## src/rtl/instruction_fetch_if.sv

```systemverilog
// Fetch-unit bus: instruction memory request/ack channel plus the prefetch-buffer head seen by decode.
interface instruction_fetch_if #(
  parameter int ADDR_WIDTH = 32,
  parameter int DEPTH      = 4
);
  localparam int COUNT_W = $clog2(DEPTH) + 1;

  logic                  o_MemRequest;
  logic [ADDR_WIDTH-1:0] o_MemAddress;
  logic                  i_MemAck;
  logic [31:0]           i_MemData;
  logic                  i_Redirect;
  logic [ADDR_WIDTH-1:0] i_RedirectAddress;
  logic                  o_Valid;
  logic [31:0]           o_InstructionWord;
  logic [ADDR_WIDTH-1:0] o_InstructionPointer;
  logic                  i_Ready;
  logic [COUNT_W-1:0]    o_Count;

  modport master (
    output o_MemRequest, o_MemAddress, o_Valid, o_InstructionWord,
           o_InstructionPointer, o_Count,
    input  i_MemAck, i_MemData, i_Redirect, i_RedirectAddress, i_Ready
  );

  modport slave (
    input  o_MemRequest, o_MemAddress, o_Valid, o_InstructionWord,
           o_InstructionPointer, o_Count,
    output i_MemAck, i_MemData, i_Redirect, i_RedirectAddress, i_Ready
  );
endinterface

```

## src/rtl/instruction_fetch.sv

```systemverilog
// Instruction prefetch unit: one outstanding memory request feeding a circular buffer of
// {word, address} entries, with flush-and-refetch on branch redirect.
module instruction_fetch #(
  parameter int                    ADDR_WIDTH   = 32,
  parameter int                    DEPTH        = 4,
  parameter logic [ADDR_WIDTH-1:0] RESET_VECTOR = '0
) (
  input  logic                i_Clock,
  input  logic                i_Reset,
  instruction_fetch_if.master bus
);
  localparam int                 PTR_W   = $clog2(DEPTH);
  localparam int                 COUNT_W = PTR_W + 1;
  localparam logic [COUNT_W-1:0] FULL    = COUNT_W'(DEPTH);

  typedef enum logic [1:0] {IDLE, WAIT, DISCARD} fetchState_t;

  fetchState_t           state, stateNext;
  logic [ADDR_WIDTH-1:0] fetchAddr;
  logic [ADDR_WIDTH-1:0] discardAddr;
  logic [ADDR_WIDTH-1:0] redirectAligned;
  logic [PTR_W-1:0]      wrPtr, rdPtr;
  logic [COUNT_W-1:0]    count, countNext;
  logic                  push, pop;
  logic [31:0]           wordMem [DEPTH];
  logic [ADDR_WIDTH-1:0] addrMem [DEPTH];

  assign redirectAligned = bus.i_RedirectAddress & ~ADDR_WIDTH'(3);

  // A redirect squashes both the pending ack data and any decode pop in that cycle.
  assign push = (state == WAIT) && bus.i_MemAck && !bus.i_Redirect;
  assign pop  = (count != '0) && bus.i_Ready && !bus.i_Redirect;

  always_comb begin
    countNext = count;
    if (bus.i_Redirect) begin
      countNext = '0;
    end else if (push && !pop) begin
      countNext = count + COUNT_W'(1);
    end else if (pop && !push) begin
      countNext = count - COUNT_W'(1);
    end
  end

  always_comb begin
    stateNext = state;
    case (state)
      IDLE: begin
        if (!bus.i_Redirect && (count < FULL)) stateNext = WAIT;
      end
      WAIT: begin
        if (bus.i_Redirect) begin
          stateNext = bus.i_MemAck ? IDLE : DISCARD;
        end else if (bus.i_MemAck && (countNext >= FULL)) begin
          stateNext = IDLE;
        end
      end
      DISCARD: begin
        // The abandoned request must complete before a new one may issue.
        if (bus.i_MemAck) stateNext = WAIT;
      end
      default: stateNext = IDLE;
    endcase
  end

  always_ff @(posedge i_Clock) begin
    if (i_Reset) begin
      state     <= IDLE;
      fetchAddr <= RESET_VECTOR;
      count     <= '0;
      wrPtr     <= '0;
      rdPtr     <= '0;
    end else begin
      state <= stateNext;
      count <= countNext;
      if (bus.i_Redirect) begin
        fetchAddr <= redirectAligned;
        wrPtr     <= '0;
        rdPtr     <= '0;
      end else begin
        if (push) begin
          fetchAddr <= fetchAddr + ADDR_WIDTH'(4);
          wrPtr     <= wrPtr + PTR_W'(1);
        end
        if (pop) rdPtr <= rdPtr + PTR_W'(1);
      end
    end
  end

  always_ff @(posedge i_Clock) begin
    if (push) begin
      wordMem[wrPtr] <= bus.i_MemData;
      addrMem[wrPtr] <= fetchAddr;
    end
    if ((state == WAIT) && bus.i_Redirect && !bus.i_MemAck) discardAddr <= fetchAddr;
  end

  assign bus.o_MemRequest         = (state != IDLE);
  assign bus.o_MemAddress         = (state == DISCARD) ? discardAddr : fetchAddr;
  assign bus.o_Valid              = (count != '0);
  assign bus.o_InstructionWord    = wordMem[rdPtr];
  assign bus.o_InstructionPointer = addrMem[rdPtr];
  assign bus.o_Count              = count;
endmodule

```

## src/flat_wrapper.sv

```systemverilog
// flat-port wrapper written by rule: the top's interface ports become plain ports
module instruction_fetch_flat 
#(
  parameter int                    ADDR_WIDTH   = 32,
  parameter int                    DEPTH        = 4,
  parameter logic [ADDR_WIDTH-1:0] RESET_VECTOR = '0
)
  (i_Clock, i_Reset, bus_o_MemRequest, bus_o_MemAddress, bus_o_Valid, bus_o_InstructionWord, bus_o_InstructionPointer, bus_o_Count, bus_i_MemAck, bus_i_MemData, bus_i_Redirect, bus_i_RedirectAddress, bus_i_Ready);
  instruction_fetch_if #(.ADDR_WIDTH(ADDR_WIDTH), .DEPTH(DEPTH)) bus_i ();
  input  logic i_Clock;
  input  logic i_Reset;
  output wire logic [$bits(bus_i.o_MemRequest)-1:0] bus_o_MemRequest;
  output wire logic [$bits(bus_i.o_MemAddress)-1:0] bus_o_MemAddress;
  output wire logic [$bits(bus_i.o_Valid)-1:0] bus_o_Valid;
  output wire logic [$bits(bus_i.o_InstructionWord)-1:0] bus_o_InstructionWord;
  output wire logic [$bits(bus_i.o_InstructionPointer)-1:0] bus_o_InstructionPointer;
  output wire logic [$bits(bus_i.o_Count)-1:0] bus_o_Count;
  input wire logic [$bits(bus_i.i_MemAck)-1:0] bus_i_MemAck;
  input wire logic [$bits(bus_i.i_MemData)-1:0] bus_i_MemData;
  input wire logic [$bits(bus_i.i_Redirect)-1:0] bus_i_Redirect;
  input wire logic [$bits(bus_i.i_RedirectAddress)-1:0] bus_i_RedirectAddress;
  input wire logic [$bits(bus_i.i_Ready)-1:0] bus_i_Ready;
  assign bus_o_MemRequest = bus_i.o_MemRequest;
  assign bus_o_MemAddress = bus_i.o_MemAddress;
  assign bus_o_Valid = bus_i.o_Valid;
  assign bus_o_InstructionWord = bus_i.o_InstructionWord;
  assign bus_o_InstructionPointer = bus_i.o_InstructionPointer;
  assign bus_o_Count = bus_i.o_Count;
  assign bus_i.i_MemAck = bus_i_MemAck;
  assign bus_i.i_MemData = bus_i_MemData;
  assign bus_i.i_Redirect = bus_i_Redirect;
  assign bus_i.i_RedirectAddress = bus_i_RedirectAddress;
  assign bus_i.i_Ready = bus_i_Ready;
  instruction_fetch #(.ADDR_WIDTH(ADDR_WIDTH), .DEPTH(DEPTH), .RESET_VECTOR(RESET_VECTOR)) u_core (.i_Clock(i_Clock), .i_Reset(i_Reset), .bus(bus_i));
endmodule
```

## config.mk

```make
export PLATFORM = sky130hd
export DESIGN_NAME = instruction_fetch_flat
export DESIGN_NICKNAME = d
export VERILOG_FILES = /design/src/rtl/instruction_fetch_if.sv /design/src/rtl/instruction_fetch.sv /design/src/flat_wrapper.sv
export SDC_FILE = /design/constraint.sdc
export NUM_CORES = 1
export LEC_CHECK = 0
export BUFFER_PORTS_ARGS = -buffer_cell sky130_fd_sc_hd__buf_2
export CORE_ASPECT_RATIO = 1.25
export CORE_MARGIN = 3
export CORE_UTILIZATION = 55
export CTS_BUF_LIST = sky130_fd_sc_hd__clkbuf_4 sky130_fd_sc_hd__clkbuf_8
export DETAILED_ROUTE_END_ITERATION = 7
export GPL_TIMING_DRIVEN = 0
export PLACE_DENSITY = 0.77
export SYNTH_ARGS = -nofsm -noshare
export SYNTH_HDL_FRONTEND = slang
export SYNTH_SLANG_ARGS = --single-unit
```

## constraint.sdc

```tcl
create_clock -name i_Clock -period 4.8 [get_ports i_Clock]
set_input_delay 0.48 -clock i_Clock [delete_from_list [all_inputs] [get_ports i_Clock]]
set_output_delay 0.48 -clock i_Clock [all_outputs]
set_load 0.005 [all_outputs]
```

==> results.json, run 1 <==
{
  "status": "finished, final reports clean",
  "worst_path_most_repeated_cell": "clkbuf_1",
  "grt_overflow": 0,
  "period_share_pct": 65.70,
  "mostFrequentLayoutCells": "278 x edfxtp_1, 172 x buf_2, 62 x mux4_2, 52 x clkbuf_8, 45 x nor2_1",
  "clkLatencyLatePin_ns": 0.54,
  "cts_setup_buffers": 0,
  "ff2ff_setup_slack_ns": 2.53,
  "ctsHoldBuffers": 0,
  "core_area_sq_um": 21850,
  "period_needed_ns": 3.154,
  "async_flop_share_pct": 0,
  "fp.dieArea_sq_um": 24470,
  "clk_pin_slew_ns": 0.06,
  "critPathRequiredTime_ns": 4.32,
  "layout.nets": 957,
  "muxShareOfSynthArea_pct": 14.08,
  "peakVddDrop_mv": 0.1959,
  "switching_share_pct": 20.75,
  "cp-start-kind": "flop",
  "seq_area_frac_synth_pct": 73.69,
  "synth_seq_cells": 319,
  "power_density_nw_per_um2": 375.4,
  "grt_use_total_pct": 21.06,
  "detail-route-antenna-nets": 0,
  "slew_violations": 0,
  "synth_ff_type": "edfxtp_1",
  "critPathKind": "flop to output pin",
  "finalSetupViolations": 0,
  "cts_tree": "yes",
  "setup_tns_ns": 0,
  "grt_pass1_vias": 7362,
  "cpMaxStageDelayCell": "clkbuf_1",
  "path_max_fanout": 10,
  "antenna_found_initial": 0,
  "syn_to_final_growth_pct": 18.53,
  "clock_skew_ns": 0.01353,
  "tightestPinTransition_ns": 0.7590,
  "grt_start_max_net_pins": 58,
  "rsz0062_at_grt": "false",
  "max_freq_ghz": 0.3171,
  "syn_area_sq_um": 12440,
  "crit_start": "u_core.state[1]$_SDFFE_PP0P_",
  "synth_top_family_by_area": "multiplexers",
  "synth_compound_area_share_pct": 2.363,
  "ios": 170,
  "root_buffer": "clkbuf_8",
  "grt_pass1_wl_microns": 40270,
  "crit_buf_inv": 3,
  "holdWs_ns": 0.1510,
  "fill_cells": 1451,
  "start_util_pct": 56.95,
  "worstPathArrival_ns": 2.67,
  "path_delay_family": "buffers and inverters",
  "wire_per_inst_microns": 21.56,
  "syn_inst": 656,
  "cts_sinks": 319,
  "avgSynthCellArea_sq_um": 18.97,
  "hp-start": "bus_i_MemData[4]",
  "power_frac_comb_pct": 4.3,
  "synthAdderAreaFrac_pct": 0.8045,
  "p_int_mw": 4.388,
  "route.vias.total": 6851,
  "synth_xor_area_share_pct": 2.253,
  "layout_commonest_cell": "edfxtp_1",
  "r2r-start": "u_core.state[1]$_SDFFE_PP0P_",
  "seq_power_share_pct": 56.1,
  "power.leakage_nw": 5.243,
  "drive_gt1_share_pct": 40.46,
  "hold_viol": 0,
  "wirelength_microns": 25790,
  "cts_buffers": 47,
  "drt-pass1-iter-count": 5,
  "first_iter_violations": 524,
  "h-tree-depth": 2,
  "cp-end-kind": "output pin",
  "crit_path_max_incr_delay_ns": 0.57,
  "rows": 60,
  "cts_resized": 0,
  "yosysWarnings": 0,
  "synth.distinct_cells": 44,
  "die_y_microns": 174.2,
  "p_switching_mw": 1.149,
  "dp_hpwl_microns": 16990,
  "path_cells": "nor2b_1, clkbuf_1, clkbuf_1, mux2_2, buf_2",
  "synth_edf_count": 278,
  "cap_violations": 0,
  "vias_per_cell": 5.728,
  "synthSimpleGateAreaFrac_pct": 5.048,
  "die_w_microns": 140.5,
  "drc": 0,
  "diodes": 0,
  "hp-class": "primary input to flop",
  "cts_buffer_depth": 3,
  "place.gp.congestion": 0.8703,
  "max_slew_margin_pct": 49.40,
  "io_buffers": 163,
  "clockPowerShare_pct": 39.6
}
-- cells in the mapped netlist (2+ instances only) --
cell type / count / share of area [%]
dfxtp_1: 41 / 6.6
a211oi_1: 23 / 1.4
mux4_2: 62 / 11
a211oi_2: 2 / 0.20
nand2_1: 11 / 0.33
o21ai_0: 3 / 0.12
ha_1: 8 / 0.80
buf_2: 9 / 0.36
or2_2: 2 / 0.10
and2_1: 6 / 0.30
xnor2_1: 7 / 0.49
buf_4: 4 / 0.24
nand4_1: 16 / 0.80
nor4_4: 2 / 0.34
mux2_2: 28 / 2.5
clkbuf_1: 22 / 0.66
nor2_1: 45 / 1.4
inv_1: 11 / 0.33
a21oi_1: 7 / 0.28
xor2_1: 25 / 1.8
and4_1: 2 / 0.14
nor3_1: 3 / 0.12
edfxtp_1: 278 / 67
nand3_1: 10 / 0.40
and3_1: 7 / 0.35
mux2i_1: 4 / 0.32
-- per-layer routing --
metal / track usage (%) / vias to the layer above / part of all wire (%)
li1: - / 3063 / -
met3: 4.238 / 55 / 6.3
met2: 35.82 / 264 / 51
met4: 6.987 / 0 / 2.7
met5: 0 / - / 0
met1: 27.38 / 3469 / 40
-- flip-flops by register name, summed over array words and instances, names as in the netlist, named ones only --
name,cells
u_core.bus.o_Count,3
u_core.wrPtr,2
u_core.rdPtr,2
u_core.wordMem,128
u_core.discardAddr,30
u_core.state,2
u_core.fetchAddr,30
u_core.addrMem,120
-- path summary, 6_finish.rpt --
path,endpoint,cells past startpoint
worst max-delay path,bus_o_MemAddress[15],5
worst min register to register,u_core.addrMem[3][12]$_DFFE_PP_,0
worst max register to register,u_core.wordMem[0][24]$_DFFE_PP_,5
worst min-delay path,u_core.wordMem[2][4]$_DFFE_PP_,1
-- through the flow --
step | utilization (%) | instances | total power [mW] | instance area, sq um | setup WS [ns]
finish | 67.51 | 1196 | 5.537 | 14750 | 1.646
global route | 67.51 | 1196 | 5.750 | 14750 | 1.530
CTS | 67.51 | 1196 | 5.584 | 14750 | 1.632
detailed placement | 63.10 | 1110 | 3.401 | 13790 | 2.208
global placement | 62.34 | 1101 | 3.384 | 13620 | -1.793
floorplan | - | 659 | 3.270 | 12450 | 0.5737
-- cell families after synthesis --
family          Yosys count
simple gates            113
mux                      94
flops                   319
compound gates           41
other cells               1
fa+ha+maj                 8
buf+inv                  48
xor+xnor                 32
-- final cells by class --
cell class | instances | area (sq um) | share of cell area (%)
plain buffers | 37 | 173.9 | 1.179
clock inverters | 19 | 133.9 | 0.9078
well taps | 279 | 349.1 | 2.367
clock buffers | 67 | 828.3 | 5.616
repair buffers | 172 | 967.2 | 6.558
flip-flops and latches | 319 | 9169 | 62.17
multi-input cells | 292 | 3085 | 20.92
inverters | 11 | 41.29 | 0.2800
-- power groups by stage --
stage / logic, mW / clock network [mW] / registers (mW)
finish: 0.239 / 2.19 / 3.10
global route: 0.261 / 2.38 / 3.11
CTS: 0.240 / 2.24 / 3.10
detailed placement: 0.239 / 0 / 3.16
global placement: 0.226 / 0 / 3.16
floorplan: 0.125 / 0 / 3.14
Power figures use the tool's default switching activity.
==> run 2: changes to the inputs <==
--- a/config.mk
+++ b/config.mk
@@ -8,11 +8,11 @@
 export BUFFER_PORTS_ARGS = -buffer_cell sky130_fd_sc_hd__buf_2
 export CORE_ASPECT_RATIO = 1.25
 export CORE_MARGIN = 3
-export CORE_UTILIZATION = 55
+export CORE_UTILIZATION = 54
 export CTS_BUF_LIST = sky130_fd_sc_hd__clkbuf_4 sky130_fd_sc_hd__clkbuf_8
 export DETAILED_ROUTE_END_ITERATION = 7
 export GPL_TIMING_DRIVEN = 0
-export PLACE_DENSITY = 0.77
+export PLACE_DENSITY = 0.79
 export SYNTH_ARGS = -nofsm -noshare
 export SYNTH_HDL_FRONTEND = slang
 export SYNTH_SLANG_ARGS = --single-unit
==> constraint.sdc (replaced) <==
create_clock -name i_Clock -period 2.6 [get_ports i_Clock]
set_input_delay 0.26 -clock i_Clock [delete_from_list [all_inputs] [get_ports i_Clock]]
set_output_delay 0.26 -clock i_Clock [all_outputs]
set_load 0.005 [all_outputs]
==> run 2 against run 1 <==
Effect of this change:
- clock skew rose by 0.011 ns
- sequential share of layout area fell by 2.1 points
- register-to-register slack got worse by 2.4 ns
- power rose by 85%
- highest routed layer unchanged
==> results.json, run 2 (synthesized netlist as in run 1, its figures left out) <==
{
  "status": "finished, final reports clean",
  "tightestPinTransition_ns": 0.7277,
  "crit_path_max_incr_delay_ns": 0.58,
  "fp.dieArea_sq_um": 24910,
  "vias_per_cell": 5.558,
  "stdcell_area_sq_um": 15260,
  "drt-pass1-iter-count": 5,
  "layout_setup_ws_ns": 0.1130,
  "clk_pin_slew_ns": 0.06,
  "grt_start_max_net_pins": 57,
  "die_w_microns": 141.8,
  "grt_pass1_wl_microns": 40050,
  "hp-class": "primary input to flop",
  "r2r-start": "u_core.fetchAddr[3]$_SDFFE_PP0P_",
  "slew_violations": 0,
  "ff2ff_path_depth": 6,
  "cpMaxStageDelayCell": "mux4_2",
  "place.gp.congestion": 0.8058,
  "path_max_fanout": 10,
  "diodes": 0,
  "fill_cells": 1510,
  "worst_path_most_repeated_cell": "buf_2",
  "whs_path_depth": 3,
  "largest_reg_flops": 128,
  "layout.nets": 1001,
  "peakVddDrop_mv": 0.4444,
  "preCtsSetupSlack_ns": 0.2224,
  "seq_area_sq_um": 9171,
  "power_density_nw_per_um2": 672.1,
  "max_slew_margin_pct": 51.12,
  "mostFrequentLayoutCells": "278 x edfxtp_1, 171 x buf_2, 62 x mux4_2, 54 x clkbuf_8, 50 x dlygate4sd3_1",
  "clkLatencyLatePin_ns": 0.54,
  "detail-route-antenna-nets": 0,
  "root_buffer": "clkbuf_8",
  "hp-start": "bus_i_RedirectAddress[16]",
  "largest_register": "u_core.wordMem",
  "hold_end": "u_core.fetchAddr[16]$_SDFFE_PP0P_",
  "cap_violations": 0,
  "finalSetupViolations": 0,
  "antenna_found_initial": 0,
  "multi_input_area_sq_um": 3094,
  "core_area_sq_um": 22440,
  "cts_buffers": 46,
  "layout_commonest_cell": "edfxtp_1",
  "ff2ff_setup_slack_ns": 0.13,
  "io_buffers": 163,
  "drive_gt1_share_pct": 40.08,
  "route.vias.total": 6898,
  "cp-start-kind": "flop",
  "die_y_microns": 175.7,
  "rows": 61,
  "top_regs": "u_core.wordMem (128), u_core.addrMem (120)",
  "max_freq_ghz": 0.4021,
  "clock_skew_ns": 0.02488,
  "worstPathArrival_ns": 2.23,
  "hold_viol": 0,
  "wirelength_microns": 25480,
  "grt_overflow": 0,
  "dp_hpwl_microns": 16020,
  "rsz0062_at_grt": "true",
  "finalPower_mw": 10.26,
  "critPathKind": "flop to output pin",
  "start_util_pct": 55.45,
  "h-tree-depth": 2,
  "critPathRequiredTime_ns": 2.34,
  "period_share_pct": 95.65,
  "placed_area_sq_um": 13780,
  "grt_use_total_pct": 20.76,
  "ios": 170,
  "drc": 0,
  "syn_to_final_growth_pct": 22.65,
  "cts_sinks": 319,
  "grt_pass1_vias": 7227,
  "first_iter_violations": 357,
  "period_needed_ns": 2.487,
  "path_cells": "buf_2, mux4_2, buf_2",
  "cts_buffer_depth": 3,
  "cts_tree": "yes",
  "cp-end-kind": "output pin",
  "cts_setup_buffers": 0,
  "rr_endpoint": "u_core.fetchAddr[12]$_SDFFE_PP0P_",
  "wire_per_inst_microns": 20.53,
  "power.leakage_nw": 5.476
}
## run 2: cell types whose count changed in the layout (fill, tap and decap cells not counted), sizes merged
| cell | delta |
|---|---|
| buf | -4 |
| clkinv | -11 |
| bufinv | -1 |
| clkbuf | +7 |
| dlygate4sd3 | +50 |
## run 2: how the worst max path moves through the flow
stage	startpoint	endpoint	slack [ns]
after floorplan	u_core.state[0]$_SDFFE_PP0P_	u_core.discardAddr[10]$_DFFE_PP_	-0.17
after detailed placement	flop	bus_o_InstructionPointer[29]	0.22
after global routing	flop	bus_o_InstructionPointer[25]	-0.00002
after CTS	flop	bus_o_InstructionPointer[13]	0.06
after global placement	bus_i_Redirect	u_core.discardAddr[24]$_DFFE_PP_	-1.54
final	flop	bus_o_InstructionPointer[25]	0.11
## run 2: worst max-delay path, delay by kind of cell (launching register included)
family	cells	cell delay (ns)
mux	1	0.58
flops	1	0.54
buf+inv	2	0.56
## run 2: metal layers
metal / vias up / wire [microns] / global-route usage, % / part of all wire, %
li1: 3152 / - / - / -
met1: 3426 / 10330 / 28.39 / 41
met2: 278 / 13160 / 34.71 / 52
met3: 42 / 1506 / 3.295 / 5.9
met4: 0 / 488 / 6.440 / 1.9
met5: - / 0 / 0 / 0
## run 2: report_power, final
part	total (mW)	switching (mW)	internal (mW)
Combinational	0.497	0.239	0.258
Sequential	5.73	0.0926	5.64
Clock	4.03	1.74	2.28
Total	10.3	2.08	8.18
## run 2: area by class of cell
| class | instances | area share, % |
|---|---|---|
| Timing Repair Buffer | 219 | 9.520 |
| Inverter | 11 | 0.2706 |
| Tap cell | 283 | 2.320 |
| Clock inverter | 7 | 0.3854 |
| Clock buffer | 75 | 5.904 |
| Buffer | 35 | 1.222 |
| Multi-Input combinational cell | 292 | 20.28 |
| Sequential cell | 319 | 60.10 |
## run 2: repair_timing
action,in CTS,in global routing
setup endpoints to repair,87,13
resized for setup,12,4
endpoints found under the hold margin,145,0
hold buffers,50,0
## run 2: stage by stage
| stage | std cells | hold slack [ns] | setup TNS (ns) | util, % |
|---|---|---|---|---|
| after global routing | 1241 | 0.007125 | -0.00002331 | 68.00 |
| after detailed placement | 1111 | 0.4760 | 0 | 61.43 |
| after global placement | 1105 | 0.4723 | -122.58 | 60.76 |
| after CTS | 1241 | 0.0007273 | 0 | 67.98 |
| final | 1241 | 0.01827 | 0 | 68.00 |
| after floorplan | 659 | 0.3486 | -5.152 | - |
